**src/rtl/fs_shift_bank_if.sv**
```systemverilog
// Bus bundle for fs_shift_bank: lock-step mode/data inputs and per-lane register outputs.
// The bank drives the slave side; the controller or test environment uses the master side.
interface fs_shift_bank_if #(
    parameter int WIDTH    = 4,
    parameter int CHANNELS = 1
);
    localparam int CW = $clog2(WIDTH + 1);

    logic [1:0]                MODE;
    logic [CHANNELS*WIDTH-1:0] P;
    logic [CHANNELS-1:0]       SD_UP;
    logic [CHANNELS-1:0]       SD_DN;
    logic                      ROT;
    logic [CHANNELS*WIDTH-1:0] Q;
    logic [CHANNELS-1:0]       SO_UP;
    logic [CHANNELS-1:0]       SO_DN;
    logic [CW-1:0]             CNT;
    logic                      DONE;

    modport master (
        output MODE, P, SD_UP, SD_DN, ROT,
        input  Q, SO_UP, SO_DN, CNT, DONE
    );

    modport slave (
        input  MODE, P, SD_UP, SD_DN, ROT,
        output Q, SO_UP, SO_DN, CNT, DONE
    );
endinterface

```
**src/rtl/fs_shift_bank.sv**
```systemverilog
// Multi-lane bidirectional shift register bank with parallel load, shared shift counter and
// word-done strobe, updating on the falling CK edge. Define FS_ROTATE_EN to enable rotate (ROT).
module fs_shift_bank #(
    parameter int               WIDTH    = 4,
    parameter int               CHANNELS = 1,
    parameter logic [WIDTH-1:0] INIT     = '0
) (
    input  logic              CK,
    input  logic              nRESET,
    fs_shift_bank_if.slave    bus
);
    localparam int CW = $clog2(WIDTH + 1);

    logic [CHANNELS*WIDTH-1:0] q_q, q_d;
    logic [CHANNELS*WIDTH-1:0] up_next, dn_next;
    logic [CW-1:0]             cnt_q, cnt_d;
    logic                      done_q, done_d;

    for (genvar n = 0; n < CHANNELS; n++) begin : g_lane
        logic [WIDTH-1:0] lane;
        logic             up_in;
        logic             dn_in;

        assign lane = q_q[n*WIDTH +: WIDTH];
`ifdef FS_ROTATE_EN
        assign up_in = bus.ROT ? lane[WIDTH-1] : bus.SD_UP[n];
        assign dn_in = bus.ROT ? lane[0]       : bus.SD_DN[n];
`else
        assign up_in = bus.SD_UP[n];
        assign dn_in = bus.SD_DN[n];
`endif
        assign up_next[n*WIDTH +: WIDTH] = {lane[WIDTH-2:0], up_in};
        assign dn_next[n*WIDTH +: WIDTH] = {dn_in, lane[WIDTH-1:1]};
        assign bus.SO_UP[n] = lane[WIDTH-1];
        assign bus.SO_DN[n] = lane[0];
    end

`ifndef FS_ROTATE_EN
    logic unused_rot;
    assign unused_rot = bus.ROT;
`endif

    // The counter is shared and direction-agnostic; a load restarts the word.
    always_comb begin
        q_d    = q_q;
        cnt_d  = cnt_q;
        done_d = 1'b0;
        case (bus.MODE)
            2'b01: begin
                q_d   = bus.P;
                cnt_d = '0;
            end
            2'b10, 2'b11: begin
                q_d = bus.MODE[0] ? dn_next : up_next;
                if (cnt_q == CW'(WIDTH - 1)) begin
                    cnt_d  = '0;
                    done_d = 1'b1;
                end else begin
                    cnt_d = cnt_q + 1'b1;
                end
            end
            default: begin
                q_d = q_q;
            end
        endcase
    end

    always_ff @(negedge CK or negedge nRESET) begin
        if (!nRESET) begin
            q_q    <= {CHANNELS{INIT}};
            cnt_q  <= '0;
            done_q <= 1'b0;
        end else begin
            q_q    <= q_d;
            cnt_q  <= cnt_d;
            done_q <= done_d;
        end
    end

    assign bus.Q    = q_q;
    assign bus.CNT  = cnt_q;
    assign bus.DONE = done_q;
endmodule

```
**src/flat_wrapper.sv**
```systemverilog
// flat-port wrapper written by rule: the top's interface ports become plain ports
module fs_shift_bank_flat 
#(
    parameter int               WIDTH    = 4,
    parameter int               CHANNELS = 1,
    parameter logic [WIDTH-1:0] INIT     = '0
)
  (CK, nRESET, bus_MODE, bus_P, bus_SD_UP, bus_SD_DN, bus_ROT, bus_Q, bus_SO_UP, bus_SO_DN, bus_CNT, bus_DONE);
  fs_shift_bank_if #(.WIDTH(WIDTH), .CHANNELS(CHANNELS)) bus_i ();
  input  logic CK;
  input  logic nRESET;
  input wire logic [$bits(bus_i.MODE)-1:0] bus_MODE;
  input wire logic [$bits(bus_i.P)-1:0] bus_P;
  input wire logic [$bits(bus_i.SD_UP)-1:0] bus_SD_UP;
  input wire logic [$bits(bus_i.SD_DN)-1:0] bus_SD_DN;
  input wire logic [$bits(bus_i.ROT)-1:0] bus_ROT;
  output wire logic [$bits(bus_i.Q)-1:0] bus_Q;
  output wire logic [$bits(bus_i.SO_UP)-1:0] bus_SO_UP;
  output wire logic [$bits(bus_i.SO_DN)-1:0] bus_SO_DN;
  output wire logic [$bits(bus_i.CNT)-1:0] bus_CNT;
  output wire logic [$bits(bus_i.DONE)-1:0] bus_DONE;
  assign bus_i.MODE = bus_MODE;
  assign bus_i.P = bus_P;
  assign bus_i.SD_UP = bus_SD_UP;
  assign bus_i.SD_DN = bus_SD_DN;
  assign bus_i.ROT = bus_ROT;
  assign bus_Q = bus_i.Q;
  assign bus_SO_UP = bus_i.SO_UP;
  assign bus_SO_DN = bus_i.SO_DN;
  assign bus_CNT = bus_i.CNT;
  assign bus_DONE = bus_i.DONE;
  fs_shift_bank #(.WIDTH(WIDTH), .CHANNELS(CHANNELS), .INIT(INIT)) u_core (.CK(CK), .nRESET(nRESET), .bus(bus_i));
endmodule
```
**config.mk**
```make
export PLATFORM = sky130hd
export DESIGN_NAME = fs_shift_bank_flat
export DESIGN_NICKNAME = d
export VERILOG_FILES = /design/src/rtl/fs_shift_bank_if.sv /design/src/rtl/fs_shift_bank.sv /design/src/flat_wrapper.sv
export SDC_FILE = /design/constraint.sdc
export NUM_CORES = 1
export LEC_CHECK = 0
export CAP_MARGIN = 10
export CORE_AREA = 10 10 47 49
export DETAILED_ROUTE_END_ITERATION = 7
export DIE_AREA = 0 0 57 59
export GPL_ROUTABILITY_DRIVEN = 1
export SETUP_SLACK_MARGIN = 0.2
export SLEW_MARGIN = 20
export SYNTH_ARGS = -nofsm -noshare
export SYNTH_HDL_FRONTEND = slang
export SYNTH_SLANG_ARGS = --single-unit
```
**constraint.sdc**
```tcl
create_clock -name CK -period 2.39 [get_ports CK]
set_clock_uncertainty 0.2 [all_clocks]
set_input_delay 0.5975 -clock CK [delete_from_list [all_inputs] [get_ports CK]]
set_output_delay 0.5975 -clock CK [all_outputs]
set_load 0.01 [all_outputs]
```
# [Yosys cells after proc, flatten, opt, wreduce, memory -nomap -nowiden]
# Index checks and enable logic that the tools add are counted.
[word_totals] in_bits=11 out_inout_bits=10 register_bits=8 word_cells=16
[op_classes] reduce_logical=2 eq_ne=4 addsub=1 mux=6
[ops] cell="case mux 4 bit (2 select lines)" n=1
[ops] cell="case mux 3 bit (2 select lines)" n=1
[ops] cell="== test 2 bit (second input constant)" n=2
[ops] cell="2-to-1 mux 4 bit" n=1
[ops] cell="adder 3 x 1 -> 3 bit (second input constant)" n=1
[ops] cell="== test 3 x 2 -> 1 bit (second input constant)" n=1
[ops] cell="2-to-1 mux 3 bit" n=1
[ops] cell="== test 2 x 1 -> 1 bit (second input constant)" n=1
[ops] cell="2-to-1 mux 1 bit" n=2
[ops] cell="nonzero test 2 bit" n=1
[ops] cell="OR reduction 2 bit" n=1

# [Depth between registers and ports, before layout]
[depth] word_depth=3 ltp_mapped=3 mapped_depth_nobuf=3

==> impl_results.md <==
* Largest stage delay on the critical path at 0.42 ns
* Largest net degree at the start of global routing at 6
* Worst path arrival time at 2.03 ns
* Unrepaired setup endpoints after global routing: yes
* Clock Pin Slew Worst Setup and Hold Paths at 0.04 ns
* Vias in the first global route at 392
* Primary flip-flop cell chosen by synthesis mapping: dfrtn_1
* Type of origin of the critical path: flop
* Final RePlAce weighted congestion at 0.780
* Clk_lat worst skew at 0.27 ns
* Max-cap violations at 0
* Simple-gate portion of the synthesized area at 0.0945
* Maximum vdd ir drop at 0.327 mV
* Average wire per cell in the routed design at 16.5 um
* Placed instance area at 646 um2
* Clock tree from TritonCTS: yes
* PnR worst setup slack at -0.433 ns
* Deepest level of the CTS H-tree at 1
* Global-route congestion overflow total at 0
* Final hold vios at 0
* CP top delay family: flip-flops
* Number of antenna violations at the first check in global routing at 0
* TritonCTS Sinks at 8
* Most frequently used cell type in the post-synthesis netlist: dfrtn_1
* Syn nets at 37
* Number of nets at the end of the flow at 75
* P_leak at 0.374 nW
* Library cell used as clock root buffer: clkbuf_4
* Ys Warns at 0
* Buf/Inv on CP at 1
* Global-route total usage across every layer at 0.0802
* Number of buffers between clock root and the deepest sink at 2
* Violations in the final reports: negative setup slack
* Number of rows in the core area at 14
* Horizontal extent of the die at 57 um
* Met1 track demand over resource in global routing at 0.0875
* Leading cell types by count after synthesis: dfrtn_1 (8), mux4_2 (4), buf_4 (2), nand2b_1 (2), nor2_1 (2)
* Wire length reported by the detailed router at 1270 um
* Remaining design rule violation count at 0
* First-pass GRT wire length at 2060 um
* Max stage delay cell, worst path: dfrtn_1
* Post-detail-place hpwl at 972 um
* Met3 usage in global routing at 0.0451
* Synth async-reset ratio at 1.00
* Remaining number of nets flagged by the antenna check after routing at 0
* Avg Cell Area, Syn at 15.4 um2
* Worst Tran Pin Value at 0.156 ns
* Mux cell area share after synthesis at 0.235
* Synthesized instance count at 25
* Met2 routing resource usage after global routing at 0.118
* Height of the die at 59 um
* Number of vias in the routed layout at 364
* Post-Synth XOR/XNOR Area at 0
* Diodes inserted at 0
* Area share of the leading cell type in the synthesized netlist at 0.521
* Synth top area cells: dfrtn_1 (52%), mux4_2 (23%), buf_4 (3.9%)
* Detail-routed via count per cell at 4.73
* Min-Delay Path Class: reg -> reg
* Placeable Area at 0.00140 mm2
* Most heavily used metal layer in global routing: met2
* PD cells at 742 mW/mm2
* Total of endpoints with negative setup slack in the final report at 14
* Relative slew slack at 0.896
* Post-synthesis cell area at 384 um2
* Type of destination of the critical path: primary output
* Full die area at 0.00336 mm2
* Ratio of cells with drive above 1 in the final layout at 0.803
* Register bit total from synthesis at 8
* Share of the synthesized area in compound gates (AO/OA/AOI/OAI) at 0.0489
* Required time worst endpoint at 1.59 ns
* Largest fanout on the critical path at 3
* Seq/Total Area, Yosys at 0.521
* Cell type with the largest total area after synthesis: dfrtn_1
* Status: finished with violations
* Number of design-rule violations left by the first detailed-router iteration at 2
* Area of all placed cells without fillers at 714 um2
* Boundary pin count at 21
* Area Growth Syn to Fin at 86.0%
* Hold WS at 0.298 ns
* Largest family of logic cells by synthesized area: multiplexers
* Fillcell total at 145
* Final Max Slew Viols at 0
* Starting density of the core at 0.274
* Number of enable-type register cells in the synthesized netlist at 0
* Number of input and output port buffers inserted at 19
* Cts hold-fix bufs at 0
* Critical-path cell list: buf_2
* Number of detailed-route iterations in the first pass at 4
* Critical path class: reg -> out
* Synthesized-area fraction occupied by adder cells at 0.0326
* Number of distinct standard cells referenced by the synthesized netlist at 12
* CTS Buf Count at 3
-- logic make-up after synthesis --
logic type,after synthesis
flip-flops,8
multiplexers,4
adder cells (fa/ha/maj),1
buffers and inverters,3
AO/OA/AOI/OAI,2
AND/OR/NAND/NOR,7
-- through the flow --
step	instances	util	TNS [ns]	setup WS (ns)	power (W)
CTS	75	0.481	-4.55	-0.449	0.000503
floorplan	25	-	-2.44	-0.346	0.000273
finish	77	0.510	-4.45	-0.433	0.000530
detailed placement	67	0.461	-12.52	-0.953	0.000390
global route	77	0.510	-4.81	-0.470	0.000564
global placement	67	0.461	-12.11	-0.912	0.000380
-- final cells by class --
cell class	count	area [um2]	share of cell area
clock buffer	3	22.5	0.0315
multi-input combinational	14	191	0.268
sequential	8	200	0.280
tap	16	20.0	0.0280
timing repair buffer	36	280	0.392
-- registers in the layout (all words and copies together), names as in the netlist --
name / cells
u_core.bus.CNT: 3
u_core.bus.DONE: 1
u_core.bus.Q: 4
-- repair_timing --
item | CTS | global route
setup endpoints to repair | 18 | 18
buffers inserted | 5 | 2
pin swaps | 1 | 0
resized for setup | 82 | 6
-- power by group --
part | leakage [nW] | internal [W] | switching [W] | total (W)
combinational | 0.261 | 0.000148 | 0.0000946 | 0.000242
clock | 0.0138 | 0.0000575 | 0.0000464 | 0.000104
sequential | 0.0999 | 0.000167 | 0.0000176 | 0.000184
total | 0.374 | 0.000372 | 0.000159 | 0.000530
-- worst paths after layout --
kind	startpoint	end	slack, ns	cells past startpoint
max in group asynchronous	nRESET	u_core.bus.CNT[0]	0.34	2
min in group asynchronous	nRESET	u_core.bus.Q[1]	1.51	2
worst max-delay path	u_core.bus.Q[0]	bus_Q[0]	-0.43	1
worst max register to register	u_core.bus.CNT[1]	u_core.bus.CNT[1]	0.81	5
worst min-delay path	u_core.bus.CNT[2]	u_core.bus.DONE	0.30	2
worst min register to register	u_core.bus.CNT[2]	u_core.bus.DONE	0.30	2
-- cells in the final DEF (no fill, tap or decap), types with 2 or more instances in the layout --
cell type | Yosys | layout
mux4_2 | 4 | 4
buf_2 | 0 | 14
buf_8 | 0 | 2
buf_4 | 2 | 14
clkbuf_4 | 0 | 3
nor2_2 | 0 | 2
dfrtn_1 | 8 | 8
buf_6 | 1 | 4
-- metal layers --
metal | wire length, um | vias to the layer above
met5 | 0 | -
met4 | 13 | 0
met3 | 131 | 2
met2 | 570 | 21
met1 | 552 | 176
li1 | - | 165
Note: power is estimated with default switching activity, not from simulation.
